--- config.mk ---
export PLATFORM = sky130hd
export DESIGN_NAME = snac_pad_reader
export DESIGN_NICKNAME = d
export VERILOG_FILES = /design/src/rtl/snac_pkg.sv /design/src/rtl/pad_sync.sv /design/src/rtl/snac_pad_reader.sv
export SDC_FILE = /design/constraint.sdc
export NUM_CORES = 1
export LEC_CHECK = 0
export ABC_AREA = 1
export CAP_MARGIN = 20
export CORE_MARGIN = 3
export CORE_UTILIZATION = 63
export CTS_BUF_LIST = sky130_fd_sc_hd__clkbuf_4
export DETAILED_ROUTE_END_ITERATION = 10
export GPL_ROUTABILITY_DRIVEN = 0
export GPL_TIMING_DRIVEN = 1
export MAX_ROUTING_LAYER = met4
export PLACE_DENSITY = 0.88
export SYNTH_ARGS = -nofsm -noshare
export SYNTH_HDL_FRONTEND = slang
export SYNTH_HIERARCHICAL = 1
export SYNTH_SLANG_ARGS = --single-unit
--- constraint.sdc ---
create_clock -name CLK -period 4.5 [get_ports CLK]
set_input_delay 0.675 -clock CLK [delete_from_list [all_inputs] [get_ports CLK]]
set_output_delay 0.675 -clock CLK [all_outputs]
set_load 0.01 [all_outputs]
--- src/rtl/snac_pkg.sv ---
// Shared definitions for the SNAC pad reader.
//   state_t          : reader FSM states
//   PHASES_6B/_3B    : number of TH phases per frame for 6- and 3-button scans
//   D_*              : bit positions of the pad lines inside PAD_IN
//   last_phase()     : index of the final phase for a given scan mode
package snac_pkg;

  typedef enum logic [1:0] {
    S_IDLE,
    S_PHASE,
    S_COMMIT
  } state_t;

  localparam int PHASES_6B = 8;
  localparam int PHASES_3B = 2;

  localparam int D_UP    = 0;
  localparam int D_DOWN  = 1;
  localparam int D_LEFT  = 2;
  localparam int D_RIGHT = 3;
  localparam int D_TL    = 4;
  localparam int D_TR    = 5;

  function automatic logic [2:0] last_phase(input logic j3);
    return j3 ? 3'(PHASES_3B - 1) : 3'(PHASES_6B - 1);
  endfunction

endpackage

--- src/rtl/pad_sync.sv ---
// Two-flop synchronizer for the six raw pad lines.
//   clk : sampling clock
//   rst : asynchronous active-high reset, forces both stages to ones
//         (ones = idle, nothing pressed on the active-low lines)
//   d   : asynchronous pad lines
//   q   : synchronized pad lines
module pad_sync (
  input  logic       clk,
  input  logic       rst,
  input  logic [5:0] d,
  output logic [5:0] q
);

  logic [5:0] meta;

  always_ff @(posedge clk or posedge rst) begin
    if (rst) begin
      meta <= '1;
      q    <= '1;
    end else begin
      meta <= d;
      q    <= meta;
    end
  end

endmodule

--- src/rtl/snac_pad_reader.sv ---
// SNAC game pad reader. Drives the TH select line through a sequence of
// phases, samples the pad lines at the end of each phase, and publishes the
// decoded buttons once per frame.
//   CLK, RESET       : clock, asynchronous active-high reset
//   CE               : clock enable; timers and FSM advance only when high
//   J3BUT            : force 3-button scan (latched when a frame starts)
//   PAD_IN[5:0]      : raw active-low pad lines D5..D0
//   PAD_TH           : select line to the pad
//   P_*              : decoded buttons, active-high
//   PRESENT, SIX_BTN : pad / 6-button pad seen in the last committed frame
//   VALID            : one-CLK pulse when the outputs above are updated
//
// state    | meaning
// ---------+--------------------------------------------------------------
// S_IDLE   | TH high for IDLE ticks so the pad resets its phase counter
// S_PHASE  | TH = ~phase[0], held SETTLE ticks, sampled on the last tick
// S_COMMIT | copy shadow samples to the outputs, pulse VALID
module snac_pad_reader #(
  parameter int SETTLE = 16,
  parameter int IDLE   = 1600
) (
  input  logic       CLK,
  input  logic       RESET,
  input  logic       CE,
  input  logic       J3BUT,
  input  logic [5:0] PAD_IN,
  output logic       PAD_TH,
  output logic       P_UP,
  output logic       P_DOWN,
  output logic       P_LEFT,
  output logic       P_RIGHT,
  output logic       P_A,
  output logic       P_B,
  output logic       P_C,
  output logic       P_START,
  output logic       P_MODE,
  output logic       P_X,
  output logic       P_Y,
  output logic       P_Z,
  output logic       PRESENT,
  output logic       SIX_BTN,
  output logic       VALID
);

  import snac_pkg::*;

  localparam int CNT_MAX = (SETTLE > IDLE) ? SETTLE : IDLE;
  localparam int CNT_W   = $clog2(CNT_MAX + 1);
  localparam logic [CNT_W-1:0] IDLE_TC   = CNT_W'(IDLE - 1);
  localparam logic [CNT_W-1:0] SETTLE_TC = CNT_W'(SETTLE - 1);

  state_t           state, state_nx;
  logic [CNT_W-1:0] cnt, cnt_nx;
  logic [2:0]       phase, phase_nx;
  logic             j3_lat, j3_nx;
  logic             sample, commit;
  logic [5:0]       pad_s;

  // Shadows hold inverted (active-high) samples of only the lines decoded.
  logic [5:0] sh0;  // phase 0: C,B,RIGHT,LEFT,DOWN,UP
  logic [3:0] sh1;  // phase 1: START,A,D3 low,D2 low
  logic [3:0] sh5;  // phase 5: D3..D0 low
  logic [3:0] sh6;  // phase 6: MODE,X,Y,Z

  logic pres, six;

  pad_sync u_sync (
    .clk (CLK),
    .rst (RESET),
    .d   (PAD_IN),
    .q   (pad_s)
  );

  always_ff @(posedge CLK or posedge RESET) begin
    if (RESET) begin
      state  <= S_IDLE;
      cnt    <= '0;
      phase  <= '0;
      j3_lat <= 1'b0;
    end else begin
      state  <= state_nx;
      cnt    <= cnt_nx;
      phase  <= phase_nx;
      j3_lat <= j3_nx;
    end
  end

  always_comb begin
    state_nx = state;
    cnt_nx   = cnt;
    phase_nx = phase;
    j3_nx    = j3_lat;
    sample   = 1'b0;
    commit   = 1'b0;
    if (CE) begin
      unique case (state)
        S_IDLE: begin
          if (cnt == IDLE_TC) begin
            state_nx = S_PHASE;
            cnt_nx   = '0;
            phase_nx = '0;
            j3_nx    = J3BUT;
          end else begin
            cnt_nx = cnt + 1'b1;
          end
        end
        S_PHASE: begin
          if (cnt == SETTLE_TC) begin
            sample = 1'b1;
            cnt_nx = '0;
            if (phase == last_phase(j3_lat)) begin
              state_nx = S_COMMIT;
              phase_nx = '0;
            end else begin
              phase_nx = phase + 3'd1;
            end
          end else begin
            cnt_nx = cnt + 1'b1;
          end
        end
        S_COMMIT: begin
          commit   = 1'b1;
          state_nx = S_IDLE;
          cnt_nx   = '0;
        end
        default: begin
          state_nx = S_IDLE;
          cnt_nx   = '0;
          phase_nx = '0;
        end
      endcase
    end
  end

  assign PAD_TH = (state == S_PHASE) ? ~phase[0] : 1'b1;

  always_ff @(posedge CLK or posedge RESET) begin
    if (RESET) begin
      sh0 <= '0;
      sh1 <= '0;
      sh5 <= '0;
      sh6 <= '0;
    end else if (sample) begin
      case (phase)
        3'd0: sh0 <= ~pad_s;
        3'd1: sh1 <= ~{pad_s[D_TR], pad_s[D_TL], pad_s[D_RIGHT], pad_s[D_LEFT]};
        3'd5: sh5 <= ~pad_s[3:0];
        3'd6: sh6 <= ~pad_s[3:0];
        default: ;
      endcase
    end
  end

  // A pad pulls LEFT and RIGHT low together while TH is low; a 6-button pad
  // additionally pulls all four direction lines low on its third TH-low phase.
  assign pres = sh1[0] & sh1[1];
  assign six  = pres & ~j3_lat & (&sh5);

  always_ff @(posedge CLK or posedge RESET) begin
    if (RESET) begin
      VALID   <= 1'b0;
      PRESENT <= 1'b0;
      SIX_BTN <= 1'b0;
      P_UP    <= 1'b0;
      P_DOWN  <= 1'b0;
      P_LEFT  <= 1'b0;
      P_RIGHT <= 1'b0;
      P_A     <= 1'b0;
      P_B     <= 1'b0;
      P_C     <= 1'b0;
      P_START <= 1'b0;
      P_MODE  <= 1'b0;
      P_X     <= 1'b0;
      P_Y     <= 1'b0;
      P_Z     <= 1'b0;
    end else begin
      VALID <= 1'b0;
      if (commit) begin
        VALID   <= 1'b1;
        PRESENT <= pres;
        SIX_BTN <= six;
        P_UP    <= pres & sh0[D_UP];
        P_DOWN  <= pres & sh0[D_DOWN];
        P_LEFT  <= pres & sh0[D_LEFT];
        P_RIGHT <= pres & sh0[D_RIGHT];
        P_B     <= pres & sh0[D_TL];
        P_C     <= pres & sh0[D_TR];
        P_A     <= pres & sh1[2];
        P_START <= pres & sh1[3];
        P_Z     <= six & sh6[0];
        P_Y     <= six & sh6[1];
        P_X     <= six & sh6[2];
        P_MODE  <= six & sh6[3];
      end
    end
  end

endmodule

==> impl_metrics.csv <==
group,metric,value,unit
clock_tree,holdBufCountCts,0,
timing,clock.fmax,408,MHz
timing,period_utilisation_layout,54.4,%
pwr,net-switching-power,0.000270,W
global_routing,antenna_found_initial,0,
global_routing,grt.total_usage,23.8,%
timing,slew_headroom,70.2,%
drt,ant_nets,0,
clock_tree,htree_levels,3,
yosys,post_synth.cell_area_avg,9.35,sq um
worst_setup_path,start_kind,"flip-flop",
clock_tree,worstSkewPairLatency,0.40,ns
pwr,pwr-share-seq,52.1,%
clock_tree,clkTransAtPathRegs,0.10,ns
timing,totalNegativeSetupSlack,0,ns
placed_design,dpl_cell_area,3060,sq um
worst_setup_path,regToRegEndpoint,"sh6[1]$_DFFE_PP0P_",
pwr,p_clk_share,41.1,%
yosys,synth_top_flop_cell,"sky130_fd_sc_hd__dfrtp_1",
timing,slew_violations,0,
timing,setup_viol,0,
clock_tree,clockRootBuffer,"sky130_fd_sc_hd__clkbuf_4",
timing,worstMarginPinSlew,0.446,ns
min_path,hold_crit_depth,0,
die,fp.coreArea,4140,sq um
worst_setup_path,timing.reg2reg.setup_slack,2.70,ns
pwr,combPwrFrac,6.9,%
min_path,worst_hold_startpoint,"u_sync/meta[3]$_DFF_PP1_",
yosys,mapped_area,2790,sq um
pwr,switching_share,22.9,%
timing,fin_worst_skew,0.0167,ns
yosys,cell_taking_the_most_area_after_synthesis,"sky130_fd_sc_hd__dfrtp_1",
global_routing,grt_pass1_wl,9250,um
yosys,synth_fp_nets,313,
yosys,number_of_flops_mapped_to_enable_cells_by_yosys,0,
cells_and_area,layout.cells.most_common,"sky130_fd_sc_hd__nand2_1",
clock_tree,post_cts.resized_instances,0,
drt,via_count,2129,
worst_setup_path,critical_path.max_stage_delay,0.49,ns
yosys,yosys_warnings,6,
drt,route.detailed.drc,0,
die,floorplan.die_area,5260,sq um
cells_and_area,areaGrowthSynthToFinish,17.0,%
cells_and_area,antenna-diode-count,0,
timing,timing_hold_violations_final,0,
yosys,yosys.cell_types.count,32,
worst_setup_path,cp_cell_sequence,"nor2_2 -> nand2_1 -> clkdlybuf4s50_1",
placed_design,port-buffer-count,25,
global_routing,grt_remaining_overflow,0,
yosys,synth-seq-cells,62,
die,rows,23,
clock_tree,clock-sinks,62,
cells_and_area,postLayoutCellArea,3260,sq um
drt,routedWlPerCell,13.8,um
job,maxCapViolCount,0,
drt,vias_per_cell,5.52,
placed_design,detailed_place_hpwl,3660,um
timing,rsz_0062_raised_after_global_routing,"false",
worst_setup_path,critical_path.slowest_cell,"sky130_fd_sc_hd__clkdlybuf4s50_1",
min_path,hold_path_end,"u_sync/q[3]$_DFF_PP1_",
min_path,worst_hold_path_type,"reg -> reg",
die,die-width,72.5,um
cells_and_area,finalNetCount,346,
drt,drtIter0Drc,153,
drt,detailedRoute.firstPassIterationCount,4,
global_routing,grt_pass1_vias,2102,
die,initial_core_util,67.2,%
worst_setup_path,arrival,1.77,ns
pwr,power.leakage,1.62,nW
yosys,asyncSetResetFlopFracSynth,100,%
run_status,status,"finished, final reports clean",
global_routing,grt_start_max_net_pins,51,
worst_setup_path,highest_fanout_seen_on_the_critical_path,8,
cells_and_area,final_layout_size_suffix_gt1_share,13.7,%
worst_setup_path,crit_required,3.83,ns
clock_tree,post-cts-setup-buffer-count,0,
clock_tree,cts_buffers,9,
yosys,syn_inst,298,
worst_setup_path,worstSetupEndpointType,"output pin",
yosys,netlist_top_cells_area,"sky130_fd_sc_hd__dfrtp_1 45%, sky130_fd_sc_hd__nand2_1 11%, sky130_fd_sc_hd__dfstp_2 11%",
die,ioPinCount,26,
pwr,cell_internal_power_dissipation,0.000911,W
pwr,power_density,362,nW/um^2
drt,finalWirelength,5320,um
timing,minimum_clock_period_after_layout,2.45,ns
cells_and_area,leading_cell_types_in_the_layout_fill_and_taps_excluded,"85 x sky130_fd_sc_hd__nand2_1, 50 x sky130_fd_sc_hd__dfrtp_1, 29 x sky130_fd_sc_hd__inv_1, 28 x sky130_fd_sc_hd__nand3_1",
clock_tree,max-clock-path-buffers,2,
yosys,register_area_share_after_synthesis,56.2,%
worst_setup_path,critical_path_class,"reg -> out",
pwr,ir_worst_vdd,0.274,mV
die,die_h,72.5,um
clock_tree,cts_tree,"done",
yosys,yosysTopAreaCellShare,44.9,%
worst_setup_path,reg2regPathDepth,7,
worst_setup_path,r2r_start,"cnt[0]$_DFFE_PP0P_",
## per-stage QoR
step | cells | utilization [%] | setup WS, ns | hold WS, ns | power, W
finish | 386 | 78.7 | 2.05 | 0.360 | 0.00118
global route | 386 | 78.7 | 1.95 | 0.364 | 0.00122
CTS | 385 | 78.2 | 2.04 | 0.359 | 0.00118
detailed placement | 369 | 73.8 | 2.26 | 0.347 | 0.000701
global placement | 369 | 73.8 | 2.34 | 0.345 | 0.000699
floorplan | 298 | - | 2.62 | 0.345 | 0.000676
## layout make-up
type | instances | area [sq um]
clock buffer | 11 | 82.6
clock inverter | 5 | 98.8
fill | 280 | 883
inverter | 32 | 125
multi-input combinational | 200 | 1050
sequential | 62 | 1570
tap | 50 | 62.6
timing repair buffer | 26 | 270
## state kept, by name (all words and copies together), names as in the netlist, 2 cells and up
signal / count
u_sync/q: 6
sh5: 4
u_sync/meta: 6
cnt: 11
sh6: 4
sh1: 4
state: 2
sh0: 6
phase: 3
## power groups by stage
stage          combinational, W  sequential, W  clock [W]
2_1_floorplan         0.0000586       0.000617          0
3_3_place_gp          0.0000763       0.000622          0
3_5_place_dp          0.0000779       0.000623          0
4_1_cts               0.0000799       0.000615   0.000489
5_1_grt               0.0000939       0.000619   0.000512
6_report              0.0000811       0.000614   0.000485
## metal layers
| metal | up-vias | wire length, um | global-route usage [%] |
|---|---|---|---|
| met5 | - | 0 | - |
| met4 | 0 | 108 | 11.5 |
| met3 | 15 | 255 | 5.40 |
| met2 | 62 | 2670 | 37.1 |
| met1 | 1008 | 2280 | 29.6 |
| li1 | 1044 | - | - |
## Yosys cell counts, drive strengths merged (3+ instances only)
cell type,number
dfrtp,50
o21ai,35
xor2,5
nand4,5
nor2,18
a22o,8
dfstp,12
nand2,87
ha,5
inv,32
nand3,31
buf,3
## logic make-up (layout without fill, tap and decap cells)
kind of cell               count (synthesis)  in the layout  synth area share [%]
xor gates and xnor gates                   6              6                  1.89
buffers and inverters                     36             74                  5.93
AOI/OAI and AO/OA                         45             45                  9.65
and+or+nand+nor                          144            144                  24.1
DFF                                       62             62                  56.2
adders and majority gates                  5              5                  2.25
## critical path, delay by kind of cell, from the launching register on
family	cells	cell delay [ns]
DFF	1	0.45
and+or+nand+nor	2	0.45
buffers and inverters	1	0.49
## worst max path at each step
stage	slack, ns	endpoint	cells past startpoint	start
after CTS	2.04	PAD_TH	3	state[1]$_DFFE_PP0P_
after floorplan	2.62	PRESENT$_DFFE_PP0P_	1	RESET
after global placement	2.34	cnt[3]$_DFFE_PP0P_	5	CE
after global routing	1.95	PAD_TH	4	state[0]$_DFFE_PP0P_
final	2.05	PAD_TH	3	state[1]$_DFFE_PP0P_
after detailed placement	2.26	P_Y$_DFFE_PP0P_	5	CE
Power figures use the tool's default switching activity.
